File: config.mk
export PLATFORM = sky130hd
export DESIGN_NAME = axi_width_downsizer_trim
export DESIGN_NICKNAME = d
export VERILOG_FILES = /design/src/rtl/axi_width_downsizer_trim.sv
export SDC_FILE = /design/constraint.sdc
export NUM_CORES = 1
export LEC_CHECK = 0
export CORE_ASPECT_RATIO = 2
export CORE_MARGIN = 1
export CORE_UTILIZATION = 30
export CTS_CLUSTER_DIAMETER = 80
export DETAILED_ROUTE_END_ITERATION = 16
export PLACE_DENSITY = 0.63
export SLEW_MARGIN = 20
export SYNTH_ARGS = -nofsm -noshare
export SYNTH_HDL_FRONTEND = slang
export SYNTH_SLANG_ARGS = --single-unit
File: constraint.sdc
create_clock -name clk -period 56.3 [get_ports clk]
set_input_delay 14.075 -clock clk [delete_from_list [all_inputs] [get_ports clk]]
set_output_delay 14.075 -clock clk [all_outputs]
set_load 0.01 [all_outputs]
File: src/rtl/axi_width_downsizer_trim.sv
// AXI4-Stream width downsizer with trailing-empty-sub-word trimming.
// Each wide input beat is split into RATIO narrow beats, least-significant
// sub-word first. On a tlast beat, sub-words above the last one carrying any
// tkeep bit are dropped, so zero padding added by an upsizer is not replayed.
//
// Handshake semantics (both ports): a transfer happens on a rising clk edge
// where tvalid and tready are both high; a source never drops tvalid or
// changes its payload while tvalid=1 and tready=0. in_tready_o depends
// combinationally on out_tready_i so a new wide beat is taken in the same
// cycle the final narrow beat leaves, keeping full throughput.
module axi_width_downsizer_trim #(
  parameter int IN_WIDTH  = 512,
  parameter int OUT_WIDTH = 256
) (
  input  logic                                     clk,
  input  logic                                     rst,
  // wide input stream
  input  logic [IN_WIDTH-1:0]                      in_tdata_i,
  input  logic [IN_WIDTH/8-1:0]                    in_tkeep_i,
  input  logic                                     in_tlast_i,
  input  logic                                     in_tvalid_i,
  output logic                                     in_tready_o,
  // narrow output stream
  output logic [OUT_WIDTH-1:0]                     out_tdata_o,
  output logic [OUT_WIDTH/8-1:0]                   out_tkeep_o,
  output logic                                     out_tlast_o,
  output logic                                     out_tvalid_o,
  input  logic                                     out_tready_i,
  // internal state, exposed for checkers
  output logic                                     dbg_full_o,
  output logic [$clog2(IN_WIDTH/OUT_WIDTH)-1:0]    dbg_idx_o
);

  localparam int RATIO = IN_WIDTH / OUT_WIDTH;
  localparam int IDX_W = $clog2(RATIO);
  localparam int OKB   = OUT_WIDTH / 8;
  localparam int IKB   = IN_WIDTH / 8;

  // Reject illegal width combinations at elaboration time.
  if ((IN_WIDTH % OUT_WIDTH) != 0 || RATIO < 2 || (RATIO & (RATIO - 1)) != 0 ||
      (OUT_WIDTH % 8) != 0) begin : g_bad_params
    $error("axi_width_downsizer_trim: IN_WIDTH/OUT_WIDTH must be a power of two >= 2 and OUT_WIDTH a multiple of 8");
  end

  logic [IN_WIDTH-1:0] hold_data_q;
  logic [IKB-1:0]      hold_keep_q;
  logic                hold_last_q;
  logic                full_q;
  logic [IDX_W-1:0]    idx_q;

  logic [RATIO-1:0]    sub_nz;
  logic                upper_nz;
  logic                fin;
  logic                in_hs;
  logic                out_hs;

  // Per-sub-word "has any keep bit" flags, and whether any sub-word above idx has one.
  always_comb begin
    sub_nz   = '0;
    upper_nz = 1'b0;
    for (int s = 0; s < RATIO; s++) begin
      sub_nz[s] = |hold_keep_q[s*OKB +: OKB];
      if (s > int'(idx_q) && sub_nz[s]) begin
        upper_nz = 1'b1;
      end
    end
  end

  // Current sub-beat is the last one of the held beat: top sub-word, or a
  // tlast beat with nothing but empty sub-words above it.
  assign fin = (idx_q == IDX_W'(RATIO - 1)) || (hold_last_q && !upper_nz);

  assign out_tvalid_o = full_q;
  assign out_tdata_o  = hold_data_q[int'(idx_q)*OUT_WIDTH +: OUT_WIDTH];
  assign out_tkeep_o  = hold_keep_q[int'(idx_q)*OKB +: OKB];
  assign out_tlast_o  = hold_last_q && fin;
  assign in_tready_o  = !full_q || (out_tready_i && fin);

  assign in_hs  = in_tvalid_i && in_tready_o;
  assign out_hs = full_q && out_tready_i;

  assign dbg_full_o = full_q;
  assign dbg_idx_o  = idx_q;

  // Hold register and sub-beat index: load on input transfer, step or
  // release on output transfer.
  always_ff @(posedge clk or posedge rst) begin
    if (rst) begin
      hold_data_q <= '0;
      hold_keep_q <= '0;
      hold_last_q <= 1'b0;
      full_q      <= 1'b0;
      idx_q       <= '0;
    end else if (in_hs) begin
      hold_data_q <= in_tdata_i;
      hold_keep_q <= in_tkeep_i;
      hold_last_q <= in_tlast_i;
      full_q      <= 1'b1;
      idx_q       <= '0;
    end else if (out_hs) begin
      if (fin) begin
        full_q <= 1'b0;
        idx_q  <= '0;
      end else begin
        idx_q <= idx_q + 1'b1;
      end
    end
  end

endmodule

==> flow_summary.yaml, run 1 <==
outcome:
  outcome: "completed"
global_route:
  track_usage_pct: 17.6
  antenna_found_initial: 47
  grt_pass1_wl_um: 170000
  grt_pass1_vias: 27100
  grt_max_degree: 142
  grt-ovfl-total: 0
yosys:
  synthesis.area_um2: 36700
  ys_seq_area_share_pct: 39.5
  synthDistinctLibCells: 32
  ys_ff_latch: 579
  syn-num-nets: 3369
  yosys.area.top_type: "mux2i_1"
  muxShareOfSynthArea_pct: 53.3
  yosysTopAreaCellShare_pct: 44.5
  synth_top_family_by_area: "multiplexers"
  ys_warn_count: 0
  synth_compound_area_share_pct: 0.978
  yosys.area_share.xor_xnor_pct: 0
  synth_area_leaders: "mux2i_1 45%, dfrtp_1 39%, mux2_2 8.8%"
  synth.avg_cell_area_um2: 13.2
  synth-simple-area-share_pct: 0.600
  synth_fa_ha_area_share_pct: 0
  syn_inst: 2788
routing:
  drtIter0Drc: 996
  drc: 0
  dr.pass1.iters: 4
  wl_met2_um: 54500
  dr.max_layer_used: "met5"
  ant_nets: 0
  wl_met3_um: 10400
  viasPerCell: 4.97
  wl_per_cell_um: 22.0
  met1_length_um: 44400
  num_vias: 25600
  wirelength_um: 113000
worst_setup_path:
  critPathMostFrequentCell: "clkdlybuf4s50_1"
  cp_top_family: "buffers and inverters"
  worstSetupStartpointType: "primary input"
  cpMaxStageDelayCell: "clkdlybuf4s50_1"
  required_ns: 42.23
  path_cells: "clkdlybuf4s50_1, a21bo_2, or2_2, clkdlybuf4s50_1"
  critical_path_buf_inv_count: 2
  cpPeakStageDelay_ns: 0.48
  cp_data_arrival_time_ns: 15.59
  r2r_start: "dbg_idx_o"
  end_kind: "output port"
  crit_start: "out_tready_i"
  critPathKind: "primary input to output port"
  crit_fanout: 5
timing:
  timing.final.crit_share_pct: 52.7
  slew_headroom_pct: 27.0
  hold_viol: 0
  fin_ws_ns: 26.64
  rsz0062_at_grt: "false"
  skew_ns: 0.0362
  slew_violations: 0
  fin_crit_ns: 29.66
  tightest_slew_ns: 1.09
  hold_ws_ns: 0.553
  setup_tns_ns: 0
  setup_violations: 0
  max_freq_ghz: 0.0337
cts:
  clock_latency_ns: 0.67
  post-cts-setup-buffers: 0
  cts_sinks: 579
  ctsResizeCount: 0
  cts-root-buf: "clkbuf_16"
  cts-htree-levels: 2
  path_clk_slew_ns: 0.06
  cts_buffer_depth: 3
  cts-buffers-inserted: 60
  cts_tree: "built"
  cts_hold_buf: 0
die:
  core_area_um2: 121000
  start_util_pct: 30.2
  rows: 181
  dieArea_um2: 124000
  die_y_um: 497
  ios: 874
  die_w_um: 249
cells_and_area:
  layout.cells.non_filler: 5162
  regArea_um2: 14500
  final_cell_mix: "1632 x mux2i_1, 873 x clkdlybuf4s50_1, 578 x dfrtp_1"
  syn2layout_area_growth_pct: 30.3
  layout.nets: 4120
  final_common_cell: "mux2i_1"
  multi_input_comb_area_um2: 20200
  fillers: 11800
  drive_above_1_share_pct: 12.3
  final_core_util_pct: 39.4
min_path:
  min_path_type: "flip-flop to flip-flop"
  min_from: "hold_keep_q[51]"
placed_design:
  port_buffers: 873
  gp_congestion: 0.813
  dpl.hpwl_um: 77800
  place_inst: 5032
  preCtsSetupSlack_ns: 26.65
power_and_ir_drop:
  ir_worst_vdd_v: 0.0000369
  leakagePower_uw: 0.0175
  p_per_area_nw_per_um2: 48.8
flow_run:
  cap_viol_max_count: 0
cell type report:
cell class                 count  share of cell area [%]
clock inverter                31                   0.855
multi-input combinational   1985                    42.2
clock buffer                  79                    3.45
antenna                       20                   0.105
timing repair buffer         910                    19.0
tap                         1555                    4.07
sequential                   579                    30.3
inverter                       3                  0.0392
routing by layer:
layer | track usage, % | up-vias
met5 | 0 | -
met3 | 6.91 | 179
li1 | - | 11900
met4 | 6.69 | 42
met1 | 19.8 | 12800
met2 | 29.9 | 766
worst reg2reg max path: cells and delay by family (launching register included):
| kind | cells | cell delay, ns |
|---|---|---|
| compound gates | 1 | 0.30 |
| mux | 2 | 0.48 |
| buf+inv | 3 | 2.77 |
| simple gates | 1 | 0.59 |
| flops | 1 | 1.07 |
synthesized netlist by cell type:
cell / n
a21bo_2: 1
a21oi_1: 1
a22o_1: 32
and2_1: 1
buf_12: 56
buf_2: 84
buf_4: 39
buf_6: 2
buf_8: 3
clkbuf_1: 35
clkbuf_4: 2
dfrtp_1: 579
inv_1: 3
mux2_2: 288
mux2i_1: 1632
nand2_1: 6
nand2b_1: 1
nand3_1: 1
nand4_2: 1
nand4_4: 1
nor2_8: 1
nor2b_1: 1
nor3_1: 1
nor4_2: 7
nor4_4: 1
o21a_1: 1
o21ai_0: 2
o21ai_1: 2
o22ai_1: 1
o311ai_0: 1
o31ai_4: 1
or2_2: 1
flip-flops by register name (all words and copies together), names as in the netlist:
register     flops
dbg_idx_o        1
hold_last_q      1
hold_keep_q     64
hold_data_q    512
dbg_full_o       1
stage by stage:
step | instance area [um^2] | total power (uW)
after floorplan | 36700 | 1400
after global placement | 45700 | 1890
after detailed placement | 45700 | 1910
after CTS | 47800 | 2370
after global routing | 47800 | 2480
final | 47800 | 2330
worst paths after layout:
path / end / slack [ns] / cells past startpoint
worst max register to register: hold_data_q[377] / 50.92 / 7
worst max-delay path: in_tready_o / 26.64 / 4
max in group asynchronous: hold_data_q[52] / 39.80 / 5
worst min-delay path: hold_keep_q[51] / 0.55 / 1
min in group asynchronous: hold_keep_q[25] / 13.87 / 2
worst min register to register: hold_keep_q[51] / 0.55 / 1
cells by family after synthesis:
group	Yosys count
AO/OA/AOI/OAI	42
buffers and inverters	224
flip-flops	579
multiplexers	1920
AND/OR/NAND/NOR	23
power breakdown:
group / internal, uW / total (uW) / switching, uW
Combinational: 625 / 1090 / 469
Sequential: 624 / 806 / 182
Clock: 244 / 433 / 189
No activity file was read; power rests on OpenSTA's default activity.
==> run 2: changes to the inputs <==
==> constraint.sdc (replaced) <==
create_clock -name clk -period 30.4 [get_ports clk]
set_input_delay 7.6 -clock clk [delete_from_list [all_inputs] [get_ports clk]]
set_output_delay 7.6 -clock clk [all_outputs]
set_load 0.01 [all_outputs]
==> run 2 against run 1 <==
Compared with the run above:
- critical path depth did not move
- clock power grew 76%
- non-clock buffer count is 3 higher
- count of clock-buffer cells in the layout is 7 higher
- final cell count down 0.17%
- global-route usage is 0.13 points lower
- sequential cell count did not move
- utilization shrank 0.12 points
- critical endpoint unchanged
==> flow_summary.yaml, run 2 (synthesis results as in run 1) <==
timing:
  hold_viol: 0
  fin_crit_ns: 16.71
  hold_ws_ns: 0.549
  timing.final.crit_share_pct: 55.0
  setup_violations: 0
  slew_violations: 0
  skew_ns: 0.0300
  setup_tns_ns: 0
  tightest_slew_ns: 1.17
  max_freq_ghz: 0.0598
  rsz0062_at_grt: "false"
  slew_headroom_pct: 21.8
cells_and_area:
  final_cell_area_um2: 47700
  layout.cells.non_filler: 5153
  final_cell_mix: "1632 x mux2i_1, 873 x clkdlybuf4s50_1, 578 x dfrtp_1"
  reg_top3: "hold_data_q: 512 flops, hold_keep_q: 64 flops"
  final_common_cell: "mux2i_1"
  drive_above_1_share_pct: 12.1
  syn2layout_area_growth_pct: 30.0
  top_register: "hold_data_q"
  layout.nets: 4122
  largest_register_ffs: 512
flow_run:
  cap_viol_max_count: 0
cts:
  cts-root-buf: "clkbuf_16"
  cts_buffer_depth: 3
  cts-htree-levels: 2
  ctsResizeCount: 0
  post-cts-setup-buffers: 0
  cts_tree: "built"
  cts_sinks: 579
  cts_hold_buf: 0
  path_clk_slew_ns: 0.06
  clock_latency_ns: 0.66
  cts-buffers-inserted: 59
global_route:
  grt_max_degree: 138
  antenna_found_initial: 40
  track_usage_pct: 17.5
  grt_pass1_vias: 26900
  grt_pass1_wl_um: 170000
  grt-ovfl-total: 0
routing:
  ant_nets: 0
  drtIter0Drc: 1044
  wl_per_cell_um: 21.8
  wirelength_um: 112000
  num_vias: 25600
  dr.pass1.iters: 4
  viasPerCell: 4.96
  drc: 0
power_and_ir_drop:
  switching_share_pct: 36.0
  p_per_area_nw_per_um2: 89.7
  leakagePower_uw: 0.0174
  sequentialPowerShare_pct: 34.9
  clockPowerShare_pct: 17.8
  combPwrFrac_pct: 47.3
  ir_worst_vdd_v: 0.0000751
  internal-power_uw: 2740
  switchingPower_uw: 1540
worst_setup_path:
  cp_data_arrival_time_ns: 9.11
  crit_fanout: 5
  worst_r2r_path_depth: 7
  critPathKind: "primary input to output port"
  end_kind: "output port"
  required_ns: 22.80
  worstSetupStartpointType: "primary input"
placed_design:
  place_inst: 5035
  placed_area_um2: 45700
  port_buffers: 873
  dpl.hpwl_um: 77700
  gp_congestion: 0.816
die:
  start_util_pct: 30.2
  rows: 181
  dieArea_um2: 124000
  ios: 874
  die_y_um: 497
  core_area_um2: 121000
  die_w_um: 249
min_path:
  hold_depth: 1
  min_path_type: "flip-flop to flip-flop"
outcome:
  outcome: "completed"
## run 2: cell count changes in the layout (fill, tap and decap cells not counted), sizes merged, moves of 2 or more
cell	previous run	this run
clkinv	20	5
clkbuf	79	86
bufinv	8	4
buf	37	40
diode	20	18
## run 2: worst max-delay path, cell delays in order
cell and delay (ns):
clkdlybuf4s50_1 0.48, a21bo_2 0.26, or2_2 0.29, clkdlybuf4s50_1 0.48
## run 2: cell type report
type	instances	area, um^2
Fill cell	11700	73700
Timing Repair Buffer	913	9100
Clock inverter	14	209
Clock buffer	86	1720
Antenna cell	18	45.0
Tap cell	1555	1950
Inverter	3	18.8
Multi-Input combinational cell	1985	20200
Sequential cell	579	14500
## run 2: power by group through the flow
stage	sequential (uW)	clock, uW	combinational (uW)
floorplan	1370	0	1210
global placement	1490	0	2000
detailed placement	1510	0	2030
CTS	1500	797	2050
global route	1550	818	2180
finish	1490	761	2030
## run 2: worst paths after layout
kind	startpoint	to	slack, ns
setup / recovery	out_tready_i	in_tready_o	13.69
hold / removal	hold_keep_q[36]	hold_keep_q[36]	0.55
setup reg to reg	hold_keep_q[42]	hold_data_q[3]	25.14
hold reg to reg	hold_keep_q[36]	hold_keep_q[36]	0.55
max in group asynchronous	rst	hold_data_q[106]	20.14
min in group asynchronous	rst	hold_last_q	7.40
## run 2: routing by layer
| metal | part of all wire, % | GRT usage, % | up-vias |
|---|---|---|---|
| met5 | 0.20 | 0 | - |
| met4 | 3.3 | 6.29 | 36 |
| met3 | 8.5 | 6.40 | 172 |
| met2 | 48 | 30.0 | 772 |
| met1 | 40 | 19.8 | 12700 |
| li1 | - | - | 11900 |
## run 2: metrics by stage
step,setup WS [ns],util [%],power [uW]
floorplan,6.60,-,2590
global route,13.65,39.3,4550
global placement,13.71,37.7,3490
finish,13.69,39.3,4280
detailed placement,13.70,37.7,3540
CTS,13.69,39.3,4340
==> run 3: changes to the inputs <==
--- a/config.mk
+++ b/config.mk
@@ -10,7 +10,7 @@
 export CORE_UTILIZATION = 30
 export CTS_CLUSTER_DIAMETER = 80
 export DETAILED_ROUTE_END_ITERATION = 16
-export PLACE_DENSITY = 0.63
+export PLACE_DENSITY = 0.65
 export SLEW_MARGIN = 20
 export SYNTH_ARGS = -nofsm -noshare
 export SYNTH_HDL_FRONTEND = slang
==> constraint.sdc (replaced) <==
create_clock -name clk -period 14.7 [get_ports clk]
set_input_delay 3.675 -clock clk [delete_from_list [all_inputs] [get_ports clk]]
set_output_delay 3.675 -clock clk [all_outputs]
set_load 0.01 [all_outputs]
==> run 3 against run 2 <==
Compared with the run above:
- cell area grew 0.50%
- combinational power grew 110%
- final cell count grew 0.23%
- total power grew 110%
- largest power group unchanged
- count of clock-buffer cells in the layout grew 7
- worst hold slack gained 0.0044 ns
- register-to-register slack lost 16 ns
- clock skew shrank 0.0052 ns
- worst setup slack lost 7.8 ns
- utilization grew 0.20 points
- highest routed layer unchanged
- non-clock buffer count shrank 5
- wire length grew 0.32%
==> flow_summary.yaml, run 3 (synthesis results as in run 1) <==
routing:
  drc: 0
  wl_per_cell_um: 21.8
  dr.pass1.iters: 4
  ant_nets: 0
  drtIter0Drc: 1087
  viasPerCell: 4.97
  wirelength_um: 113000
  num_vias: 25700
cells_and_area:
  drive_above_1_share_pct: 12.3
  final_cell_mix: "1632 x mux2i_1, 873 x clkdlybuf4s50_1, 578 x dfrtp_1"
  regArea_um2: 14500
  largest_register_ffs: 512
  final_core_util_pct: 39.5
  final_cell_area_um2: 47900
  layout.nets: 4119
  fillers: 11700
  reg_top3: "hold_data_q: 512 flops, hold_keep_q: 64 flops"
  syn2layout_area_growth_pct: 30.6
  top_register: "hold_data_q"
  final_common_cell: "mux2i_1"
  multi_input_comb_area_um2: 20200
placed_design:
  placed_area_um2: 45800
  gp_congestion: 0.813
  dpl.hpwl_um: 76000
  port_buffers: 873
power_and_ir_drop:
  ir_worst_vdd_v: 0.000185
  internal-power_uw: 5760
  sequentialPowerShare_pct: 34.2
  switching_share_pct: 35.7
  combPwrFrac_pct: 46.8
  clockPowerShare_pct: 19.0
  p_per_area_nw_per_um2: 187
  leakagePower_uw: 0.0175
  switchingPower_uw: 3200
  finalPower_uw: 8970
cts:
  post-cts-setup-buffers: 0
  cts_tree: "built"
  cts-htree-levels: 2
  cts_hold_buf: 0
  cts_buffer_depth: 3
  cts-root-buf: "clkbuf_16"
  cts_sinks: 579
  ctsResizeCount: 0
  cts-buffers-inserted: 61
  clock_latency_ns: 0.65
  path_clk_slew_ns: 0.06
timing:
  skew_ns: 0.0248
  slew_headroom_pct: 22.3
  timing.final.crit_share_pct: 60.2
  max_freq_ghz: 0.113
  setup_tns_ns: 0
  hold_viol: 0
  tightest_slew_ns: 1.17
  setup_violations: 0
  rsz0062_at_grt: "false"
  slew_violations: 0
  fin_crit_ns: 8.85
worst_setup_path:
  crit_fanout: 5
  required_ns: 11.02
  critPathKind: "primary input to output port"
  cpMaxStageDelayCell: "clkdlybuf4s50_1"
  crit_start: "out_tready_i"
  cp-endpoint: "in_tready_o"
  critPathMostFrequentCell: "clkdlybuf4s50_1"
  r2r_start: "hold_keep_q[61]"
  worstSetupStartpointType: "primary input"
  cpPeakStageDelay_ns: 0.48
  cp_data_arrival_time_ns: 5.18
  timing.rr.end: "hold_data_q[320]"
  worst_r2r_path_depth: 7
  r2r_setup_slack_ns: 9.19
  end_kind: "output port"
  path_cells: "clkdlybuf4s50_1, a21bo_2, or2_2, clkdlybuf4s50_1"
global_route:
  grt_pass1_vias: 26700
  grt_pass1_wl_um: 169000
  grt_max_degree: 144
  antenna_found_initial: 41
  track_usage_pct: 17.4
  grt-ovfl-total: 0
die:
  die_w_um: 249
  rows: 181
  ios: 874
  dieArea_um2: 124000
  die_y_um: 497
  core_area_um2: 121000
  start_util_pct: 30.2
outcome:
  outcome: "completed"
min_path:
  min_path_type: "flip-flop to flip-flop"
  hold_depth: 1
flow_run:
  cap_viol_max_count: 0
-- run 3: layout make-up --
cell class,count,share of cell area [%]
antenna,21,0.110
sequential,579,30.2
multi-input combinational,1985,42.1
tap,1555,4.06
clock buffer,93,3.86
timing repair buffer,908,19.0
inverter,3,0.0313
clock inverter,21,0.590
-- run 3: worst max-delay path, delay by kind of cell --
family                 cells  cell delay, ns
buffers and inverters      2            0.96
and+or+nand+nor            1            0.29
AOI/OAI and AO/OA          1            0.26
-- run 3: how the worst min path moves through the flow --
stage | start | end | slack (ns)
CTS | hold_keep_q[42] | hold_keep_q[42] | 0.56
global route | hold_keep_q[42] | hold_keep_q[42] | 0.57
global placement | hold_keep_q[52] | hold_keep_q[52] | 0.53
floorplan | hold_keep_q[32] | hold_keep_q[32] | 0.51
detailed placement | hold_keep_q[35] | hold_keep_q[35] | 0.54
finish | hold_keep_q[48] | hold_keep_q[48] | 0.55
-- run 3: per-layer routing --
| metal | GRT usage [%] | vias to the layer above | wire [um] |
|---|---|---|---|
| li1 | - | 11900 | - |
| met1 | 19.9 | 12800 | 45400 |
| met2 | 29.5 | 780 | 53900 |
| met3 | 6.40 | 163 | 9810 |
| met4 | 6.32 | 26 | 3540 |
| met5 | 0 | - | 161 |
-- run 3: stage by stage --
stage	instances	hold slack (ns)	setup slack (ns)
final	5165	0.553	5.85
after global routing	5158	0.572	5.80
after CTS	5144	0.556	5.85
after global placement	5030	0.529	5.88
after floorplan	2788	0.511	3.14
after detailed placement	5030	0.538	5.85
-- run 3: power groups by stage --
stage	Sequential (uW)	Combinational, uW	Clock (uW)
after floorplan	2840	2510	0
after global placement	3060	4140	0
after detailed placement	3090	4210	0
after CTS	3070	4240	1770
after global routing	3180	4520	1820
final	3060	4200	1700
